**config.mk**
```make
export PLATFORM = sky130hd
export DESIGN_NAME = cla_accumulator_44bit
export DESIGN_NICKNAME = d
export VERILOG_FILES = /design/src/rtl/cla_acc_pkg.sv /design/src/rtl/cla_44bit.sv /design/src/rtl/cla_accumulator_44bit.sv
export SDC_FILE = /design/constraint.sdc
export NUM_CORES = 1
export LEC_CHECK = 0
export ABC_AREA = 0
export CELL_PAD_IN_SITES_DETAIL_PLACEMENT = 2
export CELL_PAD_IN_SITES_GLOBAL_PLACEMENT = 2
export CORE_ASPECT_RATIO = 2
export CORE_UTILIZATION = 31
export DETAILED_ROUTE_END_ITERATION = 8
export PLACE_DENSITY_LB_ADDON = 0.15
export SLEW_MARGIN = 20
export SYNTH_ARGS = -nofsm -noshare
export SYNTH_HDL_FRONTEND = slang
export SYNTH_SLANG_ARGS = --single-unit
```
**constraint.sdc**
```tcl
create_clock -name i_clk -period 9.2 [get_ports i_clk]
set_input_delay 1.38 -clock i_clk [delete_from_list [all_inputs] [get_ports i_clk]]
set_output_delay 1.38 -clock i_clk [all_outputs]
set_load 0.005 [all_outputs]
```
**src/rtl/cla_acc_pkg.sv**
```systemverilog
// cla_acc_pkg: shared width constant and state encoding for the CLA accumulator
package cla_acc_pkg;
  localparam int WIDTH = 44;
  typedef enum logic [1:0] {IDLE = 2'd0, ACCUM = 2'd1, DONE = 2'd2} state_t;
endpackage

```
**src/rtl/cla_44bit.sv**
```systemverilog
// cla_44bit: 44-bit carry-lookahead adder, 4-bit lookahead groups, carry-in tied to 0
module cla_44bit
  import cla_acc_pkg::*;
(
  input  logic [WIDTH-1:0] i_add1,
  input  logic [WIDTH-1:0] i_add2,
  output logic [WIDTH:0]   o_result
);
  logic [WIDTH-1:0] g, p;
  logic [WIDTH:0] c;
  assign g = i_add1 & i_add2;
  assign p = i_add1 ^ i_add2;
  assign c[0] = 1'b0;
  for (genvar k = 0; k < WIDTH / 4; k++) begin : grp
    localparam int B = 4 * k;
    assign c[B+1] = g[B] | p[B] & c[B];
    assign c[B+2] = g[B+1] | p[B+1] & g[B] | &p[B+1:B] & c[B];
    assign c[B+3] = g[B+2] | p[B+2] & g[B+1] | &p[B+2:B+1] & g[B] | &p[B+2:B] & c[B];
    assign c[B+4] = g[B+3] | p[B+3] & g[B+2] | &p[B+3:B+2] & g[B+1] | &p[B+3:B+1] & g[B]
                  | &p[B+3:B] & c[B];
  end
  assign o_result = {c[WIDTH], p ^ c[WIDTH-1:0]};
endmodule

```
**src/rtl/cla_accumulator_44bit.sv**
```systemverilog
// cla_accumulator_44bit: burst accumulator feeding the CLA result back as its next operand
module cla_accumulator_44bit #(
  parameter int WIDTH = 44,
  parameter int CNT_W = 8
) (
  input  logic             i_clk,
  input  logic             i_rst_n,
  input  logic             i_start,
  input  logic [CNT_W-1:0] i_len,
  input  logic             i_valid,
  input  logic [WIDTH-1:0] i_data,
  output logic             o_ready,
  output logic             o_valid,
  output logic [WIDTH-1:0] o_sum,
  output logic             o_ovf,
  input  logic             i_out_ready,
  output logic             o_busy
);
  import cla_acc_pkg::*;
  state_t state, next;
  logic [WIDTH-1:0] acc;
  logic [CNT_W-1:0] cnt;
  logic ovf, fire;
  logic [WIDTH:0] sum;
  cla_44bit adder (.i_add1(acc), .i_add2(i_data), .o_result(sum));
  assign fire = state == ACCUM && i_valid;
  always_comb begin
    next = state;
    next = state == IDLE  ? (i_start ? (i_len == '0 ? DONE : ACCUM) : IDLE) :
           state == ACCUM ? (fire && cnt == CNT_W'(1) ? DONE : ACCUM) :
           state == DONE  ? (i_out_ready ? IDLE : DONE) : IDLE;
  end
  always_ff @(posedge i_clk) begin
    if (!i_rst_n) begin
      state <= IDLE;
      acc   <= '0;
      cnt   <= '0;
      ovf   <= 1'b0;
    end else begin
      state <= next;
      if (state == IDLE && i_start) begin
        acc <= '0;
        ovf <= 1'b0;
        cnt <= i_len;
      end else if (fire) begin
        acc <= sum[WIDTH-1:0];
        ovf <= ovf | sum[WIDTH];
        cnt <= cnt - 1'b1;
      end
    end
  end
  assign o_ready = state == ACCUM;
  assign o_valid = state == DONE;
  assign o_busy  = state != IDLE;
  assign o_sum   = acc;
  assign o_ovf   = ovf;
endmodule

```
==> flow_metrics.py, run 1 <==
metrics = {
    "synthesis": {
        "yosysTopAreaCell": "dfxtp_1",
        "syn-num-nets": 595,
        "synth_compound_area_share_pct": 24.6,
        "async_flop_share_pct": 0,
        "netlist.area_leader.share_pct": 27.6,
        "synth.distinct_cells": 58,
        "synth_seq_area_share_pct": 27.6,
        "synth_area_leaders": "dfxtp_1, ha_1, nand2_1",
        "synth_edf_count": 0,
        "syn_area_um2": 3990,
        "synthMuxAreaShare_pct": 0.251,
        "synth_top_family_by_area": "compound AO/OA/AOI/OAI gates",
        "syn_avg_cell_area_um2": 8.29,
        "synth-warning-count": 0,
        "syn-instance-count": 481,
        "synthSimpleGateAreaFrac_pct": 18.4,
        "synthXorXnorAreaFrac_pct": 5.71,
        "synth-seq-cells": 55,
        "synth-main-ff-cell": "dfxtp_1",
        "synthAdderAreaFrac_pct": 20.0,
    },
    "drt": {
        "ant_nets": 0,
        "wl_um": 13700,
        "wl_per_cell_um": 18.8,
        "drc": 0,
        "drt_iter0_markers": 64,
        "firstDrtPassIters": 6,
        "post_drt_via_cell_ratio": 5.54,
        "vias": 4036,
    },
    "sta": {
        "fin_setup_tns_ps": 0,
        "finalSetupViolations": 0,
        "worst_slew_pin_slew_ps": 1100,
        "rsz0062_at_grt": "no",
        "finalCritPeriodShare_pct": 51.0,
        "hold_viol": 0,
        "slew_headroom_pct": 26.2,
        "fmax_mhz": 213,
        "fin_skew_ps": 8.52,
        "drv_slew": 0,
        "post-route-min-period_ps": 4690,
    },
    "global_routing": {
        "antenna_found_initial": 0,
        "grt_pass1_wl_um": 21800,
        "grt_pass1_vias": 4512,
        "grt_overflow": 0,
        "grt_use_total_pct": 21.4,
        "grt_start_max_net_pins": 49,
    },
    "clock_tree": {
        "ctsHoldBuffers": 0,
        "clkLatencyLatePin_ps": 300,
        "clock_sinks": 55,
        "numCtsBuffers": 5,
        "htreeDepth": 2,
        "cts_tree": "yes",
        "ctsResizeCount": 0,
        "clockBufferDepth": 2,
        "cts_root_buf": "clkbuf_16",
        "postCtsSetupRepairBufs": 0,
        "path_clk_slew_ps": 80,
    },
    "setup_path": {
        "cp_max_fo": 6,
        "critical_path_arrival_ps": 4890,
        "cp_data_required_time_ps": 9400,
        "worst-setup-path-type": "in -> reg",
        "critPathLaunchType": "input pin",
        "reg2reg_depth": 11,
        "cp-end-kind": "register",
    },
    "power": {
        "finalPower_w": 0.000662,
        "powerDensity_nw_per_um2": 124,
        "leakage_nw": 2.10,
        "peakVddDrop_uv": 96.9,
    },
    "floorplanning": {
        "die_area_um2": 13300,
        "row_count": 58,
        "die_w_um": 82.2,
        "initial_core_util_pct": 31.8,
        "ioPinCount": 105,
        "die_y_um": 162,
        "coreArea_um2": 12600,
    },
    "layout": {
        "drive_gt1_share_pct": 3.63,
        "syn_to_final_growth_pct": 34.1,
        "n_antenna_cell": 0,
        "final_nets": 692,
    },
    "min_path": {
        "whs_path_depth": 2,
        "hold_path_class": "reg -> reg",
    },
    "place": {
        "dp_hpwl_um": 11000,
        "place_congestion": 0.812,
        "port_buffers": 104,
    },
    "outcome": {
        "status": "completed",
    },
    "flow_run": {
        "max_cap_viol_count": 0,
    },
}
-- routing by layer --
metal | GRT usage [%] | up-vias | wire length (um)
met1 | 20.4 | 1991 | 4960
li1 | - | 1934 | -
met2 | 43.4 | 88 | 7980
met5 | 0 | - | 0
met4 | 7.50 | 0 | 326
met3 | 3.14 | 23 | 462
-- kinds of logic after synthesis --
logic type | Yosys count
multiplexers | 1
buffers and inverters | 36
adder cells (fa/ha/maj) | 57
XOR/XNOR | 26
AO/OA/AOI/OAI | 146
AND/OR/NAND/NOR | 160
flip-flops | 55
-- sequential cells by signal, indices dropped and copies added, names as in the netlist --
name / flops
o_sum: 44
state: 2
cnt: 8
o_ovf: 1
-- through the flow --
stage | hold WS [ps] | cell area (um2) | worst slack, ps | instances | util [%]
after floorplan | 455 | 3990 | 5230 | 481 | -
after global placement | 462 | 5170 | 4440 | 721 | 41.2
after detailed placement | 479 | 5170 | 4210 | 721 | 41.2
after CTS | 490 | 5350 | 4520 | 729 | 42.6
after global routing | 512 | 5350 | 4290 | 729 | 42.6
final | 485 | 5350 | 4510 | 729 | 42.6
-- worst paths after layout --
check / startpoint / to / slack (ps)
worst max-delay path: i_data[9] / o_sum[37]$_SDFFE_PP0P_ / 4510
worst min-delay path: cnt[6]$_SDFFE_PN0P_ / cnt[6]$_SDFFE_PN0P_ / 490
worst max register to register: o_sum[9]$_SDFFE_PP0P_ / o_sum[37]$_SDFFE_PP0P_ / 5680
worst min register to register: cnt[6]$_SDFFE_PN0P_ / cnt[6]$_SDFFE_PN0P_ / 490
-- final cells by class --
| class | instances | area (um2) |
|---|---|---|
| Timing Repair Buffer | 106 | 1060 |
| Inverter | 20 | 75.1 |
| Multi-Input combinational cell | 390 | 2750 |
| Clock buffer | 6 | 139 |
| Fill cell | 1408 | 7210 |
| Clock inverter | 2 | 35.0 |
| Sequential cell | 55 | 1100 |
| Tap cell | 150 | 188 |
-- report_power, final --
part | internal [W] | switching, W
Sequential | 0.000249 | 0.0000101
Clock | 0.000136 | 0.0000980
Combinational | 0.0000811 | 0.0000879
-- synthesized netlist by cell type, types with 2 or more instances --
master	n
a31oi_1	5
inv_1	20
a32oi_1	2
nand2_1	67
a211oi_1	12
fa_1	11
o211ai_1	3
o21bai_1	7
o21ai_0	30
o21a_1	3
a21boi_0	5
nand4_1	4
xor2_1	8
xnor2_1	18
a2bb2oi_1	2
nor4_1	3
nor2b_1	10
or3_1	2
o31ai_1	3
a221oi_1	8
o22ai_1	2
a21oi_1	39
or4_1	2
a21o_1	6
and2_1	5
nand3_1	15
nor2_1	33
a22oi_1	2
nor3_1	8
ha_1	46
and3_1	3
or2_2	2
dfxtp_1	55
clkbuf_1	12
o21ba_2	2
buf_1	4
-- worst max-delay path: stages --
cell and delay, ps:
clkdlybuf4s50_1 400, ha_1 370, a21oi_1 220, a2bb2oi_1 340, a2bb2oi_1 400, a31oi_4 170
o31ai_2 450, o31a_1 280, o21bai_1 100, fa_1 380, xnor2_1 140, a211oi_1 260
-- layout by cell type (no fill, tap or decap), drive strengths merged, types with 7 or more instances in the layout --
cell | netlist | routed
a211oi | 13 | 13
inv | 20 | 20
nor3 | 8 | 8
nand3 | 15 | 15
xnor2 | 18 | 18
o21ai | 30 | 30
fa | 11 | 11
a221oi | 8 | 8
nand2 | 67 | 67
nor2 | 33 | 33
clkdlybuf4s50 | 0 | 104
xor2 | 8 | 8
dfxtp | 55 | 55
nor2b | 10 | 10
a21oi | 39 | 39
ha | 46 | 46
o21bai | 7 | 7
Note: power is estimated with default switching activity, not from simulation.
==> run 2: changes to the inputs <==
--- a/config.mk
+++ b/config.mk
@@ -9,7 +9,7 @@
 export CELL_PAD_IN_SITES_DETAIL_PLACEMENT = 2
 export CELL_PAD_IN_SITES_GLOBAL_PLACEMENT = 2
 export CORE_ASPECT_RATIO = 2
-export CORE_UTILIZATION = 31
+export CORE_UTILIZATION = 26
 export DETAILED_ROUTE_END_ITERATION = 8
 export PLACE_DENSITY_LB_ADDON = 0.15
 export SLEW_MARGIN = 20
==> constraint.sdc (replaced) <==
create_clock -name i_clk -period 4.1 [get_ports i_clk]
set_input_delay 0.615 -clock i_clk [delete_from_list [all_inputs] [get_ports i_clk]]
set_output_delay 0.615 -clock i_clk [all_outputs]
set_load 0.005 [all_outputs]
==> run 2 against run 1 <==
Compared with the run above:
- sequential power is 120% higher
- power up 110%
- wire length up 2.0%
- non-clock buffer count increased by 3
- sequential cell count unchanged
- utilization decreased by 6.4 points
- setup slack got worse by 4000 ps
- hold slack got worse by 3.6 ps
- final cell count rose by 6.6%
- critical endpoint unchanged
==> flow_metrics.py, run 2 (synthesis results as in run 1) <==
metrics = {
    "setup_path": {
        "critical_path_arrival_ps": 3840,
        "worst-setup-path-type": "in -> reg",
        "worstPathCellList": "clkdlybuf4s50_1, ha_1, a21oi_1, a2bb2oi_1, a2bb2oi_1, a31oi_4, o31ai_2, o31a_1, o21bai_1, fa_1, xnor2_1, a211oi_1",
        "cp-end-kind": "register",
        "crit_slowest_cell": "clkdlybuf4s50_1",
        "max_stage_delay_ps": 410,
        "cp_common_cell": "a2bb2oi_1",
        "cp_data_required_time_ps": 4310,
        "critPathTopFamily": "compound AO/OA/AOI/OAI gates",
        "critPathLaunchType": "input pin",
        "cp_max_fo": 5,
        "critical_path_buf_inv_count": 1,
    },
    "sta": {
        "fin_setup_tns_ps": 0,
        "drv_slew": 0,
        "fin_skew_ps": 7.44,
        "finalCritPeriodShare_pct": 88.7,
        "worst_slew_pin_slew_ps": 649,
        "hold_viol": 0,
        "post-route-min-period_ps": 3640,
        "rsz0062_at_grt": "no",
        "finalWorstSetupSlack_ps": 464,
        "fmax_mhz": 275,
        "slew_headroom_pct": 56.6,
        "finalSetupViolations": 0,
    },
    "clock_tree": {
        "clkLatencyLatePin_ps": 310,
        "cts_root_buf": "clkbuf_16",
        "numCtsBuffers": 5,
        "clockBufferDepth": 2,
        "htreeDepth": 2,
        "path_clk_slew_ps": 80,
        "clock_sinks": 55,
        "postCtsSetupRepairBufs": 0,
        "ctsResizeCount": 0,
        "cts_tree": "yes",
        "ctsHoldBuffers": 0,
    },
    "power": {
        "finalPower_w": 0.00140,
        "powerDensity_nw_per_um2": 261,
        "leakage_nw": 2.10,
        "peakVddDrop_uv": 178,
    },
    "place": {
        "port_buffers": 104,
        "dp.cells": 769,
        "pre_cts_ws_ps": 88.7,
        "dp_hpwl_um": 11400,
        "place_congestion": 0.801,
    },
    "drt": {
        "wl_um": 14000,
        "drc": 0,
        "post_drt_via_cell_ratio": 5.16,
        "ant_nets": 0,
        "vias": 4013,
        "drt_iter0_markers": 61,
        "firstDrtPassIters": 4,
        "wl_per_cell_um": 18.0,
    },
    "layout": {
        "mostFrequentLayoutCells": "clkdlybuf4s50_1, nand2_1, dfxtp_1, ha_1, a21oi_1",
        "syn_to_final_growth_pct": 35.2,
        "final_common_cell": "clkdlybuf4s50_1",
        "multiInputGateArea_um2": 2750,
        "largest_reg_flops": 44,
        "area.sequential_um2": 1100,
        "final_nets": 695,
        "n_antenna_cell": 0,
        "drive_gt1_share_pct": 4.12,
        "fill_cells": 1726,
        "fin_cells": 777,
    },
    "floorplanning": {
        "die_y_um": 177,
        "coreArea_um2": 14900,
        "die_area_um2": 15900,
        "row_count": 63,
        "initial_core_util_pct": 26.8,
        "die_w_um": 89.6,
        "ioPinCount": 105,
    },
    "global_routing": {
        "grt_use_total_pct": 18.4,
        "grt_overflow": 0,
        "grt_pass1_vias": 4395,
        "antenna_found_initial": 0,
        "grt_start_max_net_pins": 26,
        "grt_pass1_wl_um": 22100,
    },
    "min_path": {
        "hold_path_class": "reg -> reg",
    },
    "outcome": {
        "status": "completed",
    },
    "flow_run": {
        "max_cap_viol_count": 0,
    },
}
## run 2: cell types whose count changed in the layout (fill, tap and decap cells not counted), sizes merged
cell,delta
buf,+3
clkbuf,-1
clkinv,+2
bufinv,-1
## run 2: layout make-up
type	count	share of cell area (%)
clock buffers	5	2.32
clock inverters	3	0.278
inverters	20	1.39
multi-input cells	390	51.1
flip-flops and latches	55	20.4
well taps	195	4.53
repair buffers	109	20.0
## run 2: routing by layer
metal,wire [um],global-route usage (%)
met5,0,0
met2,8030,36.1
met4,332,7.14
met1,5180,18.3
met3,452,2.80
## run 2: final timing paths
path,startpoint,endpoint,slack (ps),cells past startpoint
hold / removal,o_sum[14]$_SDFFE_PP0P_,o_sum[14]$_SDFFE_PP0P_,480,2
setup reg to reg,o_sum[9]$_SDFFE_PP0P_,o_sum[37]$_SDFFE_PP0P_,870,11
setup / recovery,i_data[9],o_sum[37]$_SDFFE_PP0P_,460,12
hold reg to reg,o_sum[14]$_SDFFE_PP0P_,o_sum[14]$_SDFFE_PP0P_,480,2
## run 2: power by group
| part | leakage (nW) | total, W | switching [W] | internal [W] |
|---|---|---|---|---|
| Combinational | 1.58 | 0.000382 | 0.000198 | 0.000184 |
| Clock | 0.0733 | 0.000441 | 0.000217 | 0.000224 |
| Sequential | 0.447 | 0.000581 | 0.0000229 | 0.000558 |
| Total | 2.10 | 0.00140 | 0.000438 | 0.000967 |
## run 2: worst min-delay path: stages, from the launching register on
cell and delay, ps:
dfxtp_1 330, nand2_1 60, a21oi_1 50
## run 2: per-stage QoR
step | utilization (%) | hold WS [ps] | instance area, um2
after global routing | 36.2 | 509 | 5390
final | 36.2 | 481 | 5390
after global placement | 35.2 | 461 | 5250
after detailed placement | 35.2 | 477 | 5250
after floorplan | - | 455 | 3990
after CTS | 36.2 | 489 | 5390
==> run 3: changes to the inputs <==
==> constraint.sdc (replaced) <==
create_clock -name i_clk -period 2.95 [get_ports i_clk]
set_input_delay 0.4425 -clock i_clk [delete_from_list [all_inputs] [get_ports i_clk]]
set_output_delay 0.4425 -clock i_clk [all_outputs]
set_load 0.005 [all_outputs]
==> run 3 against run 2 <==
Compared with the run above:
- count of clock-buffer cells in the layout grew 1
- sequential power grew 40%
- hold slack improved by 12 ps
- final cell count increased by 13%
- utilization grew 8.6 points
- sequential share of layout area is 3.9 points lower
- wire length up 23%
- clock skew up 5.4 ps
- sequential cell count is the same
==> flow_metrics.py, run 3 (synthesis results as in run 1) <==
metrics = {
    "floorplanning": {
        "row_count": 63,
        "die_w_um": 89.6,
        "initial_core_util_pct": 26.8,
        "die_y_um": 177,
        "die_area_um2": 15900,
        "ioPinCount": 105,
        "coreArea_um2": 14900,
    },
    "sta": {
        "post-route-min-period_ps": 2850,
        "fin_skew_ps": 12.8,
        "hold_ws_ps": 494,
        "finalCritPeriodShare_pct": 96.7,
        "hold_viol": 0,
        "drv_slew": 0,
        "finalSetupViolations": 0,
        "fmax_mhz": 350,
        "slew_headroom_pct": 54.7,
        "worst_slew_pin_slew_ps": 674,
        "rsz0062_at_grt": "yes",
    },
    "power": {
        "finalPower_w": 0.00223,
        "leakage_nw": 2.69,
        "peakVddDrop_uv": 195,
        "powerDensity_nw_per_um2": 333,
    },
    "layout": {
        "fin_cells": 876,
        "final_nets": 794,
        "finish.utilization_pct": 44.8,
        "area.sequential_um2": 1100,
        "syn_to_final_growth_pct": 67.4,
        "mostFrequentLayoutCells": "buf_4, clkdlybuf4s50_1, nand2_1, dfxtp_1, nor2_1",
        "multiInputGateArea_um2": 3280,
        "largest_reg_flops": 44,
        "drive_gt1_share_pct": 27.6,
        "final_common_cell": "buf_4",
        "fill_cells": 1621,
    },
    "setup_path": {
        "critPathLaunchType": "input pin",
        "cp_data_required_time_ps": 3140,
        "worstReg2RegEnd": "o_sum[36]$_SDFFE_PP0P_",
        "worst-setup-path-type": "in -> reg",
        "max_stage_delay_ps": 540,
        "worstPathCellList": "dlygate4sd2_1, ha_4, nand4_1, or4_4, a31oi_4, o31ai_4, o31a_1, o21bai_1, fa_2, nand2_1, a21oi_1",
        "critPathTopFamily": "compound AO/OA/AOI/OAI gates",
        "cp-endpoint": "o_sum[36]$_SDFFE_PP0P_",
        "r2r_start": "o_sum[10]$_SDFFE_PP0P_",
        "critical_path_arrival_ps": 3040,
        "reg2reg_depth": 12,
        "cp.depth": 11,
        "reg2reg_slack_ps": 100,
        "critical_path_buf_inv_count": 1,
        "cp_max_fo": 2,
        "startpoint": "i_data[27]",
        "cp-end-kind": "register",
        "crit_slowest_cell": "or4_4",
    },
    "clock_tree": {
        "path_clk_slew_ps": 80,
        "clockBufferDepth": 2,
        "clkLatencyLatePin_ps": 310,
        "cts_root_buf": "clkbuf_16",
        "numCtsBuffers": 5,
        "ctsHoldBuffers": 0,
        "clock_sinks": 55,
        "htreeDepth": 2,
        "cts_tree": "yes",
    },
    "drt": {
        "drc": 0,
        "wl_per_cell_um": 19.7,
        "wl_um": 17300,
        "vias": 4476,
        "drt_iter0_markers": 92,
        "ant_nets": 0,
        "post_drt_via_cell_ratio": 5.11,
        "firstDrtPassIters": 4,
    },
    "flow_run": {
        "max_cap_viol_count": 0,
    },
    "global_routing": {
        "grt_pass1_vias": 5275,
        "grt_overflow": 0,
        "grt_pass1_wl_um": 26800,
        "antenna_found_initial": 1,
        "grt_use_total_pct": 22.6,
        "grt_start_max_net_pins": 25,
    },
    "min_path": {
        "hold_path_class": "reg -> reg",
    },
    "place": {
        "dp_hpwl_um": 13000,
        "place_congestion": 0.818,
        "dp.cells": 855,
        "port_buffers": 104,
    },
    "outcome": {
        "status": "completed",
    },
}
[run 3: changes by cell type in the layout (fill, tap and decap cells not counted), sizes merged, moves of 3 or more]
cell           change
dlymetal6s2s       +7
dlygate4sd2       +12
buf               +99
clkdlybuf4s50     -23
clkbuf             +4
clkinv             -3
[run 3: per-layer routing]
metal	up-vias	share of wire (%)	GRT usage [%]	wire length (um)
met1	2237	34	20.3	5850
met4	0	2.5	8.60	440
li1	2137	-	-	-
met5	-	0	0	0
met3	22	2.2	2.29	374
met2	80	61	47.6	10600
[run 3: layout make-up]
class / count / area share (%)
multi-input cells: 390 / 49.1
repair buffers: 208 / 27.1
diodes: 1 / 0.0375
clock buffers: 6 / 1.93
flip-flops and latches: 55 / 16.6
inverters: 20 / 1.12
clock inverters: 1 / 0.450
well taps: 195 / 3.66
[run 3: where the power goes]
group | leakage [nW] | switching [W] | internal [W]
logic | 2.16 | 0.000343 | 0.000364
registers | 0.448 | 0.0000356 | 0.000777
clock network | 0.0769 | 0.000308 | 0.000398
[run 3: per-stage QoR]
| stage | TNS (ps) | area (um2) | setup slack (ps) |
|---|---|---|---|
| after floorplan | 0 | 3990 | 15.8 |
| after CTS | 0 | 6470 | 3.59 |
| final | 0 | 6670 | 96.0 |
| after global routing | -54.1 | 6670 | -42.7 |
| after detailed placement | -12170 | 5900 | -677 |
| after global placement | -8450 | 5900 | -480 |
[run 3: worst reg2reg max path: cells and delay by family, from the launching register on]
| family | cells | cell delay, ps |
|---|---|---|
| AOI/OAI and AO/OA | 6 | 940 |
| adders and majority gates | 2 | 730 |
| and+or+nand+nor | 3 | 480 |
| DFF | 1 | 340 |
| buffers and inverters | 1 | 240 |
[run 3: worst min-delay path by stage]
stage	from	end	slack, ps	depth (start not counted)
after floorplan	cnt[5]$_SDFFE_PN0P_	cnt[5]$_SDFFE_PN0P_	460	2
after global placement	o_sum[6]$_SDFFE_PP0P_	o_sum[6]$_SDFFE_PP0P_	460	2
after detailed placement	o_sum[14]$_SDFFE_PP0P_	o_sum[14]$_SDFFE_PP0P_	480	2
after CTS	o_sum[6]$_SDFFE_PP0P_	o_sum[6]$_SDFFE_PP0P_	500	2
after global routing	o_sum[6]$_SDFFE_PP0P_	o_sum[6]$_SDFFE_PP0P_	530	2
final	o_sum[6]$_SDFFE_PP0P_	o_sum[6]$_SDFFE_PP0P_	490	2
[run 3: repair_timing]
item | 4_1_cts | 5_1_grt
endpoints found under the setup margin | 21 | 14
buffers inserted | 11 | 3
gates resized for setup | 66 | 45
pin swaps | 32 | 16
